==> src/rtl/interrupt_logic.sv <==
// interrupt_logic: sequences reset, NMI, IRQ and BRK entry.
// Pushes PCH/PCL/PSR to page 1 of the stack, then fetches the 16-bit vector
// and hands each vector byte to the register file as a one-cycle pulse.
module interrupt_logic (
    input  logic        clk,
    input  logic        rst_x,
    input  logic        nmi,
    input  logic        irq,
    input  logic        brk,
    input  logic        boundary,
    input  logic [15:0] rf_pc,
    input  logic [7:0]  rf_psr,
    input  logic [7:0]  rf_s,
    input  logic        rf_i,
    output logic        mem_req,
    output logic        mem_wr,
    output logic [15:0] mem_addr,
    output logic [7:0]  mem_wdata,
    input  logic        mem_ack,
    input  logic [7:0]  mem_rdata,
    output logic [7:0]  intr_data,
    output logic        intr_set_pcl,
    output logic        intr_set_pch,
    output logic        intr_set_i,
    output logic        intr_set_b,
    output logic        intr_pushed,
    output logic        busy
);

    typedef enum logic [2:0] {
        IDLE     = 3'd0,
        PUSH_PCH = 3'd1,
        PUSH_PCL = 3'd2,
        PUSH_PSR = 3'd3,
        VEC_LO   = 3'd4,
        VEC_HI   = 3'd5
    } state_t;

    typedef enum logic [1:0] {
        KIND_RESET = 2'd0,
        KIND_NMI   = 2'd1,
        KIND_IRQ   = 2'd2,
        KIND_BRK   = 2'd3
    } kind_t;

    state_t      state_q;
    state_t      state_d;
    kind_t       kind_q;
    kind_t       take_kind;

    logic [15:0] pc_q;
    logic [7:0]  psr_q;
    logic [7:0]  sp_q;

    logic        nmi_prev_q;
    logic        nmi_pend_q;
    logic        nmi_edge;

    logic [7:0]  data_q;
    logic        set_pcl_q;
    logic        set_pch_q;
    logic        set_i_q;
    logic        set_b_q;
    logic        pushed_q;

    logic        idle_free;
    logic        request;
    logic        accept;
    logic        in_push;
    logic        push_ack;
    logic        vec_lo_ack;
    logic        vec_hi_ack;
    logic [7:0]  vec_lo_byte;
    logic [7:0]  psr_push;

    // Request arbitration and transfer-completion qualifiers
    always_comb begin
        nmi_edge   = nmi & ~nmi_prev_q;
        idle_free  = (state_q == IDLE) && !set_pch_q;
        request    = nmi_pend_q | brk | (irq & ~rf_i);
        accept     = idle_free && boundary && request;
        if (nmi_pend_q) begin
            take_kind = KIND_NMI;
        end else if (brk) begin
            take_kind = KIND_BRK;
        end else begin
            take_kind = KIND_IRQ;
        end
        in_push    = (state_q == PUSH_PCH) || (state_q == PUSH_PCL) ||
                     (state_q == PUSH_PSR);
        push_ack   = in_push && mem_ack;
        vec_lo_ack = (state_q == VEC_LO) && mem_ack;
        vec_hi_ack = (state_q == VEC_HI) && mem_ack;
    end

    // State register; reset parks the machine at the reset-vector fetch
    always_ff @(posedge clk) begin
        if (rst_x) begin
            state_q <= VEC_LO;
        end else begin
            state_q <= state_d;
        end
    end

    // Next-state logic: every non-idle state advances only on mem_ack
    always_comb begin
        state_d = state_q;
        unique case (state_q)
            IDLE: begin
                if (accept) begin
                    state_d = PUSH_PCH;
                end
            end
            PUSH_PCH: begin
                if (mem_ack) begin
                    state_d = PUSH_PCL;
                end
            end
            PUSH_PCL: begin
                if (mem_ack) begin
                    state_d = PUSH_PSR;
                end
            end
            PUSH_PSR: begin
                if (mem_ack) begin
                    state_d = VEC_LO;
                end
            end
            VEC_LO: begin
                if (mem_ack) begin
                    state_d = VEC_HI;
                end
            end
            VEC_HI: begin
                if (mem_ack) begin
                    state_d = IDLE;
                end
            end
            default: begin
                state_d = IDLE;
            end
        endcase
    end

    // NMI edge history and pending flag; a fresh edge wins over the clear
    always_ff @(posedge clk) begin
        if (rst_x) begin
            nmi_prev_q <= 1'b0;
            nmi_pend_q <= 1'b0;
        end else begin
            nmi_prev_q <= nmi;
            if (nmi_edge) begin
                nmi_pend_q <= 1'b1;
            end else if (accept && take_kind == KIND_NMI) begin
                nmi_pend_q <= 1'b0;
            end
        end
    end

    // Context capture at acceptance and stack pointer walk during pushes
    always_ff @(posedge clk) begin
        if (rst_x) begin
            kind_q <= KIND_RESET;
            pc_q   <= '0;
            psr_q  <= '0;
            sp_q   <= '0;
        end else if (accept) begin
            kind_q <= take_kind;
            pc_q   <= rf_pc;
            psr_q  <= rf_psr;
            sp_q   <= rf_s;
        end else if (push_ack) begin
            sp_q   <= sp_q - 8'd1;
        end
    end

    // One-cycle handshake pulses to the register file and vector data hold
    always_ff @(posedge clk) begin
        if (rst_x) begin
            data_q    <= '0;
            set_pcl_q <= 1'b0;
            set_pch_q <= 1'b0;
            set_i_q   <= 1'b0;
            set_b_q   <= 1'b0;
            pushed_q  <= 1'b0;
        end else begin
            set_pcl_q <= vec_lo_ack;
            set_i_q   <= vec_lo_ack;
            set_b_q   <= vec_lo_ack && (kind_q == KIND_BRK);
            set_pch_q <= vec_hi_ack;
            pushed_q  <= push_ack;
            if (vec_lo_ack || vec_hi_ack) begin
                data_q <= mem_rdata;
            end
        end
    end

    // Vector selection and the pushed status byte (bit5 forced, bit4 = BRK)
    always_comb begin
        unique case (kind_q)
            KIND_NMI:   vec_lo_byte = 8'hFA;
            KIND_RESET: vec_lo_byte = 8'hFC;
            default:    vec_lo_byte = 8'hFE;
        endcase
        psr_push    = psr_q;
        psr_push[5] = 1'b1;
        psr_push[4] = (kind_q == KIND_BRK);
    end

    // Output decode; rst_x masks everything combinationally so an abort is
    // immediate even though the state register only resets on the edge
    always_comb begin
        mem_req      = 1'b0;
        mem_wr       = 1'b0;
        mem_addr     = '0;
        mem_wdata    = '0;
        busy         = 1'b1;
        intr_data    = '0;
        intr_set_pcl = 1'b0;
        intr_set_pch = 1'b0;
        intr_set_i   = 1'b0;
        intr_set_b   = 1'b0;
        intr_pushed  = 1'b0;
        if (!rst_x) begin
            busy         = (state_q != IDLE) || set_pch_q;
            intr_data    = data_q;
            intr_set_pcl = set_pcl_q;
            intr_set_pch = set_pch_q;
            intr_set_i   = set_i_q;
            intr_set_b   = set_b_q;
            intr_pushed  = pushed_q;
            unique case (state_q)
                PUSH_PCH: begin
                    mem_req   = 1'b1;
                    mem_wr    = 1'b1;
                    mem_addr  = {8'h01, sp_q};
                    mem_wdata = pc_q[15:8];
                end
                PUSH_PCL: begin
                    mem_req   = 1'b1;
                    mem_wr    = 1'b1;
                    mem_addr  = {8'h01, sp_q};
                    mem_wdata = pc_q[7:0];
                end
                PUSH_PSR: begin
                    mem_req   = 1'b1;
                    mem_wr    = 1'b1;
                    mem_addr  = {8'h01, sp_q};
                    mem_wdata = psr_push;
                end
                VEC_LO: begin
                    mem_req   = 1'b1;
                    mem_addr  = {8'hFF, vec_lo_byte};
                end
                VEC_HI: begin
                    mem_req   = 1'b1;
                    mem_addr  = {8'hFF, vec_lo_byte | 8'h01};
                end
                default: begin
                    mem_req   = 1'b0;
                end
            endcase
        end
    end

endmodule

==> config.mk <==
export PLATFORM = sky130hd
export DESIGN_NAME = interrupt_logic
export DESIGN_NICKNAME = d
export VERILOG_FILES = /design/src/rtl/interrupt_logic.sv
export SDC_FILE = /design/constraint.sdc
export NUM_CORES = 1
export LEC_CHECK = 0
export CAP_MARGIN = 20
export CORE_MARGIN = 2
export CORE_UTILIZATION = 28
export DETAILED_ROUTE_END_ITERATION = 6
export SLEW_MARGIN = 25
export SYNTH_ARGS = -nofsm -noshare
export SYNTH_HDL_FRONTEND = slang
export SYNTH_SLANG_ARGS = --single-unit
==> constraint.sdc <==
create_clock -name clk -period 1.7 [get_ports clk]
set_clock_uncertainty 0.15 [all_clocks]
set_input_delay 0.34 -clock clk [delete_from_list [all_inputs] [get_ports clk]]
set_output_delay 0.34 -clock clk [all_outputs]
set_load 0.01 [all_outputs]
After elaboration in Yosys (flattened, before gate mapping)
Cells that the tools add are included.

Register bits after elaboration: 51. Output and inout bits: 40. Word-level logic and storage cells: 82.

Add/subtract/negate cells: 1. Eq/ne operators: 14. Multiplexer cells: 28. Bitwise logic cells: 6. Reductions and logical operators: 21.

Operators with widths (number): one-hot mux 16 bit (3 select lines) (1); 2-to-1 mux 8 bit (4); one-hot mux 8 bit (3 select lines) (1); 2-to-1 mux 3 bit (6); one-hot mux 3 bit (6 select lines) (1); 2-to-1 mux 16 bit (1); 2-to-1 mux 1 bit (12); inequality test 2 bit, second input constant (6); logical AND 1 bit (8); subtractor 8 x 1 -> 8 bit, second input constant (1); == test 3 x 2 -> 1 bit, second input constant (2); == test 3 bit, second input constant (2); one-hot mux 3 bit (2 select lines) (1); AND reduction 6 bit (1); OR reduction 5 bit (1); == test 2 x 1 -> 1 bit, second input constant (2); logical OR 1 bit (4); nonzero test 2 bit (2); == test 3 x 1 -> 1 bit, second input constant (1); logical NOT 3 bit (1); nonzero test 3 bit (1); OR reduction 3 bit (1); AND 1 bit (2); == test 2 bit, second input constant (1); other kinds (5) (7).

Depth between registers and ports, before layout
Gate-level depths: netlist of run 1.

Word-level depth: 7. Mapped depth: 7. Depth with buffers taken out: 5.

Worst setup path after synthesis of run 1
OpenSTA, ideal clock, no wires.

Path kind: reg-to-output. Start: register state_q[2]. End: output mem_addr[2]. Data arrival time: 1.288 ns. Setup slack: -0.078 ns. Stages on the path, launching flop included: 5. Buffers on the path: 1. Path through: dfxtp_1 -> buf_4 -> or2_1 -> nor2_1 -> a22o_2.

Longest elaborated chain between the ends: 4. Elaborated cells between the ends (all ways): 8.

Ends and longest elaborated chain: start, declared (line 46) `state_t state_q;`; start signal, assigned (line 101) `state_q <= state_d;`; == test 3 x 1 -> 1 bit / == test 3 x 2 -> 1 bit (equally long branches) (line 232) `unique case (state_q)`; OR reduction 3 bit (no line); one-hot mux 16 bit (3 select lines) (*) (line 232); 2-to-1 mux 16 bit (*) (line 224) `if (!rst_x) begin`; end, declared (line 17) `output logic [15:0] mem_addr,`.

Every way passes the cells marked *; elsewhere a longest branch is shown, timed or not.

Final worst setup path of run 1
Start: register state_q[1]. End: output mem_wdata[6].

Longest elaborated chain between the ends: 3. Elaborated cells between the ends (all ways): 5.

Ends and longest elaborated chain: == test 3 x 2 -> 1 bit / == test 3 x 1 -> 1 bit (equally long branches) (line 232); one-hot mux 8 bit (3 select lines) (*) (line 232); 2-to-1 mux 8 bit (*) (line 224); end, declared (line 18) `output logic [7:0] mem_wdata,`.

Marks and branches as above.

==> run_results.csv, run 1 <==
group,metric,value,unit
global_routing,grtUsageTotal,17.5,%
placement,gp_congestion,0.800,
logic_synthesis,ys_async_sr_fraction,0,%
cts,holdBufCountCts,0,
logic_synthesis,yosys_warnings,0,
global_routing,grt_antenna_before_repair,0,
logic_synthesis,syn_avg_cell_area,7.98,µm²
run_status,violated_checks,"setup timing",
floorplan,die-width,96.5,µm
global_routing,gr-total-overflow,0,
cells_and_area,fin_area,0.00455,mm²
logic_synthesis,synth_fp_nets,349,
placement,placed_cell_area,0.00351,mm²
critical_path,crit_path_launch_type,"flip-flop",
cts,clk_latency,0.31,ns
sta,setup_viol,55,
cts,cts.clk_slew.worst_paths,0.09,ns
sta,finalHoldWorstSlack,0.303,ns
route,drc_errors,0,
sta,tightestPinTransition,0.315,ns
power,power.clock.fraction,30.2,%
cts,h-tree-depth,2,
run_status,status,"finished with violations",
power,totalPowerFinal,2.88,mW
cts,clockRootBuffer,"clkbuf_8",
cts,tritoncts,"done",
critical_path,critical_path_required,1.21,ns
floorplan,top_level_ports,88,
floorplan,floorplan_die_area,0.00930,mm²
floorplan,start_util,29.0,%
logic_synthesis,cell_variety_after_synth,40,
cells_and_area,final_util,55.1,%
power,p_leak,1.89,nW
power,power.switching_fraction,27.1,%
sta,final-hold-violation-count,0,
cells_and_area,final_layout_size_suffix_gt1_share,49.1,%
placement,numPortBuffers,85,
route,routedWlPerCell,15.6,µm
route,detailroute.via_count,2604,
sta,layout_setup_ws,-0.357,ns
cts,clk_path_buf_depth,2,
route,drt-initial-drc-count,111,
sta,max_clock_freq,486,MHz
power,power_frac_comb,26.7,%
logic_synthesis,postSynthCellCount,300,
cts,tritoncts_num_sinks,49,
power,power.density_cell_area,633,mW/mm²
critical_path,path_class,"reg -> out",
route,postRouteAntennaNets,0,
power,max-vdd-ir-drop,0.318,mV
critical_path,critPathArrivalTime,1.57,ns
run,drv_cap,0,
logic_synthesis,ys_seq_elements,49,
logic_synthesis,synth_enable_flop_cells,0,
route,detailedRoute.firstPassIterationCount,4,
route,total_wire_length,8240,µm
hold_path,hp-class,"reg -> reg",
cells_and_area,layout.nets,472,
cts,cts_made_buffers,5,
global_routing,grt_first_pass_wirelength,12300,µm
power,internal_cell_power,2.10,mW
floorplan,core-area,0.00826,mm²
cells_and_area,insertedDiodeCount,0,
logic_synthesis,seq_total_area_yosys,41.0,%
critical_path,cp_endpoint_kind,"output pin",
sta,relSlewSlack,79.0,%
global_routing,grt_start_max_net_pins,31,
floorplan,die_h,96.5,µm
sta,finalCriticalPeriod,2.06,ns
sta,setup_repair_after_global_routing_missed_its_margin,"yes",
power,p_seq_share,43.2,%
global_routing,first_global_vias,2531,
sta,final-max-slew-violation-count,0,
route,vias_per_cell,4.92,
cells_and_area,syn_to_final_growth,90.2,%
floorplan,placementRows,33,
power,power.switching,0.781,mW
placement,post-dp-hpwl,4820,µm
sta,layout_worst_path_cycle_share,121,%
logic_synthesis,synth.cell_area,0.00239,mm²
logic_synthesis,primary_flip_flop_cell_chosen_by_synthesis_mapping,"dfxtp_1",
critical_path,cp_max_fo,7,
## worst paths after layout
check	slack [ns]	start	endpoint	cells past startpoint
worst min register to register	0.30	data_q[1]	data_q[1]	2
worst max register to register	-0.12	state_q[1]	psr_q[6]	8
worst min-delay path	0.30	data_q[1]	data_q[1]	2
worst max-delay path	-0.36	state_q[1]	mem_wdata[6]	5
## critical path: stages, from the launching register on
cell	delay (ns)
dfxtp_4	0.43
buf_6	0.16
mux2_4	0.31
a22oi_2	0.14
nor2_1	0.08
buf_2	0.14
## cell usage in the layout (no fill, tap or decap), types with 13 or more instances in the layout
cell type and instances:
buf_4 22, clkdlybuf4s50_1 44, buf_6 36, a21oi_1 13, buf_2 17, a21oi_2 23
nor2b_1 16, dfxtp_1 46, nand2_1 24, nand2_4 26
## metal layers
| metal | wire (µm) | vias up | track usage, % |
|---|---|---|---|
| met2 | 4070 | 83 | 29.7 |
| met1 | 3530 | 1236 | 22.0 |
| met4 | 174 | 0 | 6.57 |
| met5 | 0 | - | 0 |
| met3 | 473 | 16 | 3.41 |
| li1 | - | 1269 | - |
## power by group through the flow
| stage | Combinational (mW) | Sequential (mW) | Clock, mW |
|---|---|---|---|
| global placement | 0.558 | 1.26 | 0 |
| detailed placement | 0.563 | 1.26 | 0 |
| finish | 0.769 | 1.24 | 0.869 |
| global route | 0.823 | 1.25 | 0.945 |
| CTS | 0.677 | 1.24 | 0.893 |
| floorplan | 0.272 | 1.25 | 0 |
## timing repair
| item | 4_1_cts | 5_1_grt |
|---|---|---|
| endpoints found under the setup margin | 67 | 61 |
| gates cloned | 7 | 0 |
| gates resized for setup | 213 | 105 |
| setup buffers | 17 | 10 |
| pin swaps | 47 | 61 |
## kinds of logic (layout without fill, tap and decap cells)
group | Yosys count | after routing | synth area share (%)
AO/OA/AOI/OAI | 69 | 69 | 18.8
XOR/XNOR | 5 | 5 | 1.83
adder cells (fa/ha/maj) | 1 | 1 | 0.523
buffers and inverters | 32 | 156 | 7.27
flip-flops | 49 | 49 | 41.0
multiplexers | 6 | 6 | 2.82
AND/OR/NAND/NOR | 138 | 138 | 27.8
## per-stage QoR
stage                     worst slack (ns)  setup TNS [ns]  instances
final                               -0.357           -8.39        529
after detailed placement            -0.490          -25.98        496
after floorplan                   -0.00805        -0.00805        300
after global placement              -0.455          -23.84        496
after global routing                -0.398          -11.26        529
after CTS                           -0.346          -11.16        526
## final cells by class
type | instances | area [µm²]
flip-flops and latches | 49 | 990
well taps | 105 | 131
multi-input cells | 219 | 1780
fillers | 754 | 3710
clock buffers | 7 | 86.3
inverters | 3 | 11.3
repair buffers | 145 | 1520
clock inverters | 1 | 30.0
## flip-flops by register name, summed over array words and instances (netlist names), 2 cells and up
register and count:
data_q 8, kind_q 2, pc_q 16, psr_q 6, sp_q 8, state_q 3
## synthesized netlist by cell type (4+ instances only)
library cell  instances  area [µm²]
a22oi_1               7        52.6
nor2_1               22        82.6
xor2_1                4        35.0
clkbuf_1             12        45.0
nand3_1              13        65.1
mux2_2                6        67.6
a21o_1                6        45.0
o21ai_0               5        25.0
nor2b_1              20         125
dfxtp_1              49         981
a211oi_1              5        37.5
nand2_1              60         225
buf_2                 4        20.0
buf_4                13        97.6
a21oi_1              36         180
No activity file was read; power rests on OpenSTA's default activity.
==> run 2: changes to the inputs <==
--- a/config.mk
+++ b/config.mk
@@ -9,6 +9,9 @@
 export CORE_MARGIN = 2
 export CORE_UTILIZATION = 28
 export DETAILED_ROUTE_END_ITERATION = 6
+export HOLD_SLACK_MARGIN = 0.08
+export PLACE_DENSITY = 0.63
+export SKIP_CTS_REPAIR_TIMING = 1
 export SLEW_MARGIN = 25
 export SYNTH_ARGS = -nofsm -noshare
 export SYNTH_HDL_FRONTEND = slang
==> run 2 against run 1 <==
Against the previous run: the flow still finishes with violations (setup timing); via count fell by 6.0%; cell area fell by 10%; first-iteration DRC count fell by 47%; power fell by 8.6%; cell count fell by 2.8%; die area did not move; register-to-register slack improved by 0.02 ns.
==> run_results.csv, run 2 (synthesized netlist as in run 1, its figures left out) <==
group,metric,value,unit
critical_path,timing.critical_path.max_delay_family,"simple AND/OR/NAND/NOR gates",
placement,placed_cell_area,0.00350,mm²
sta,setup_viol,52,
critical_path,cp_max_fo,6,
floorplan,floorplan_die_area,0.00930,mm²
placement,placed_cells,498,
critical_path,r2r_end,"psr_q[1]",
route,total_wire_length,7160,µm
critical_path,rr_startpoint,"state_q[1]",
critical_path,critPathArrivalTime,1.54,ns
route,drc_errors,0,
route,detailroute.via_count,2449,
cells_and_area,fin_cells,514,
critical_path,reg2reg_slack,-0.10,ns
placement,numPortBuffers,85,
hold_path,hold-path-cell-count,2,
sta,max_clock_freq,492,MHz
cts,cts.clk_slew.worst_paths,0.09,ns
sta,relSlewSlack,77.8,%
hold_path,worst_hold_path.endpoint,"data_q[6]",
global_routing,grt_antenna_before_repair,0,
cells_and_area,largest-register,"pc_q",
hold_path,holdCritStartpoint,"data_q[6]",
power,p_seq_share,47.0,%
cells_and_area,fin_area,0.00409,mm²
critical_path,path_cells,"buf_6, or2_4, or3_4, buf_6",
route,drt-initial-drc-count,59,
cts,clk_latency,0.30,ns
critical_path,critical_path.slowest_cell,"dfxtp_4",
cts,clk_path_buf_depth,2,
hold_path,hp-class,"reg -> reg",
cells_and_area,n_fill_cell,813,
global_routing,grt_start_max_net_pins,29,
global_routing,grtUsageTotal,13.5,%
critical_path,cp_endpoint_kind,"output pin",
global_routing,first_global_vias,2164,
power,power.density_cell_area,644,mW/mm²
sta,final-hold-violation-count,0,
power,power.clock.fraction,28.6,%
run_status,violated_checks,"setup timing",
sta,setup_repair_after_global_routing_missed_its_margin,"yes",
placement,gp_congestion,0.818,
critical_path,crit_path_launch_type,"flip-flop",
global_routing,gr-total-overflow,0,
critical_path,critical_path.most_common_cell,"buf_6",
critical_path,max_stage_delay,0.39,ns
cells_and_area,insertedDiodeCount,0,
sta,final-max-slew-violation-count,0,
floorplan,die-width,96.5,µm
global_routing,grt_first_pass_wirelength,9870,µm
sta,tightestPinTransition,0.333,ns
cells_and_area,regs_by_ff_count,"pc_q x16, data_q x8, sp_q x8",
run_status,status,"finished with violations",
cells_and_area,max_ffs_per_register,16,
cells_and_area,final_util,49.5,%
floorplan,die_h,96.5,µm
cts,tritoncts,"done",
floorplan,core-area,0.00826,mm²
cells_and_area,layout.cells.most_common,"dfxtp_1",
floorplan,top_level_ports,88,
sta,layout_setup_ws,-0.333,ns
floorplan,placementRows,33,
critical_path,ff2ff_path_depth,9,
floorplan,start_util,29.0,%
power,power_frac_comb,24.5,%
cts,cts_made_buffers,5,
route,vias_per_cell,4.76,
cells_and_area,layout.cells.most_common_list,"46 x dfxtp_1, 44 x clkdlybuf4s50_1, 40 x nand2_1",
cts,tritoncts_num_sinks,49,
sta,finalCriticalPeriod,2.03,ns
power,power.switching_fraction,27.4,%
cells_and_area,syn_to_final_growth,70.7,%
run,drv_cap,0,
route,postRouteAntennaNets,0,
power,max-vdd-ir-drop,0.311,mV
critical_path,path_class,"reg -> out",
power,p_leak,1.86,nW
route,routedWlPerCell,13.9,µm
cts,h-tree-depth,2,
critical_path,buffer_and_inverter_count_on_the_worst_path,2,
route,detailedRoute.firstPassIterationCount,4,
power,power.switching,0.720,mW
cells_and_area,final_layout_size_suffix_gt1_share,39.4,%
sta,layout_worst_path_cycle_share,120,%
placement,pre_cts_ws,-0.459,ns
cells_and_area,layout.nets,457,
placement,post-dp-hpwl,4780,µm
critical_path,critical_path_required,1.21,ns
power,internal_cell_power,1.91,mW
cts,clockRootBuffer,"clkbuf_8",
[run 2: power by group through the flow]
stage | Sequential (mW) | Clock [mW] | Combinational [mW]
finish | 1.24 | 0.752 | 0.644
global route | 1.25 | 0.839 | 0.697
CTS | 1.23 | 0.786 | 0.556
detailed placement | 1.26 | 0 | 0.553
global placement | 1.26 | 0 | 0.548
floorplan | 1.25 | 0 | 0.272
[run 2: worst max path at each step]
stage	cells past startpoint	from	endpoint	slack [ns]
final	4	state_q[1]	busy	-0.33
after global routing	4	state_q[1]	busy	-0.40
after CTS	5	state_q[1]	mem_wdata[7]	-0.78
after detailed placement	6	rst_x	mem_addr[2]	-0.46
after global placement	5	state_q[1]	mem_wdata[7]	-0.45
after floorplan	4	state_q[2]	busy	-0.008
[run 2: layer usage]
metal	track usage, %	share of wire (%)	wire length (µm)	vias to the layer above
met3	3.18	6.6	474	5
met1	18.0	44	3170	1142
met5	0	0	0	-
li1	-	-	-	1229
met4	2.46	0.56	40	0
met2	22.4	48	3470	73
[run 2: layout make-up]
class / instances / area (µm²) / area share, %
multi-input cells: 219 / 1590 / 38.8
repair buffers: 130 / 1260 / 30.9
flip-flops and latches: 49 / 992 / 24.3
well taps: 105 / 131 / 3.21
clock buffers: 7 / 96.3 / 2.36
inverters: 3 / 11.3 / 0.276
clock inverters: 1 / 5.00 / 0.122
[run 2: stage by stage]
step | power (mW) | setup TNS, ns | hold WS (ns)
floorplan | 1.52 | -0.00805 | 0.278
global placement | 1.80 | -22.60 | 0.289
detailed placement | 1.81 | -23.61 | 0.294
CTS | 2.57 | -23.38 | 0.307
global route | 2.78 | -11.62 | 0.321
finish | 2.63 | -7.38 | 0.306
[run 2: worst min-delay path, cell delays in order (launching register included)]
cell and delay [ns]:
dfxtp_1 0.32, nand2_1 0.05, a21oi_1 0.05
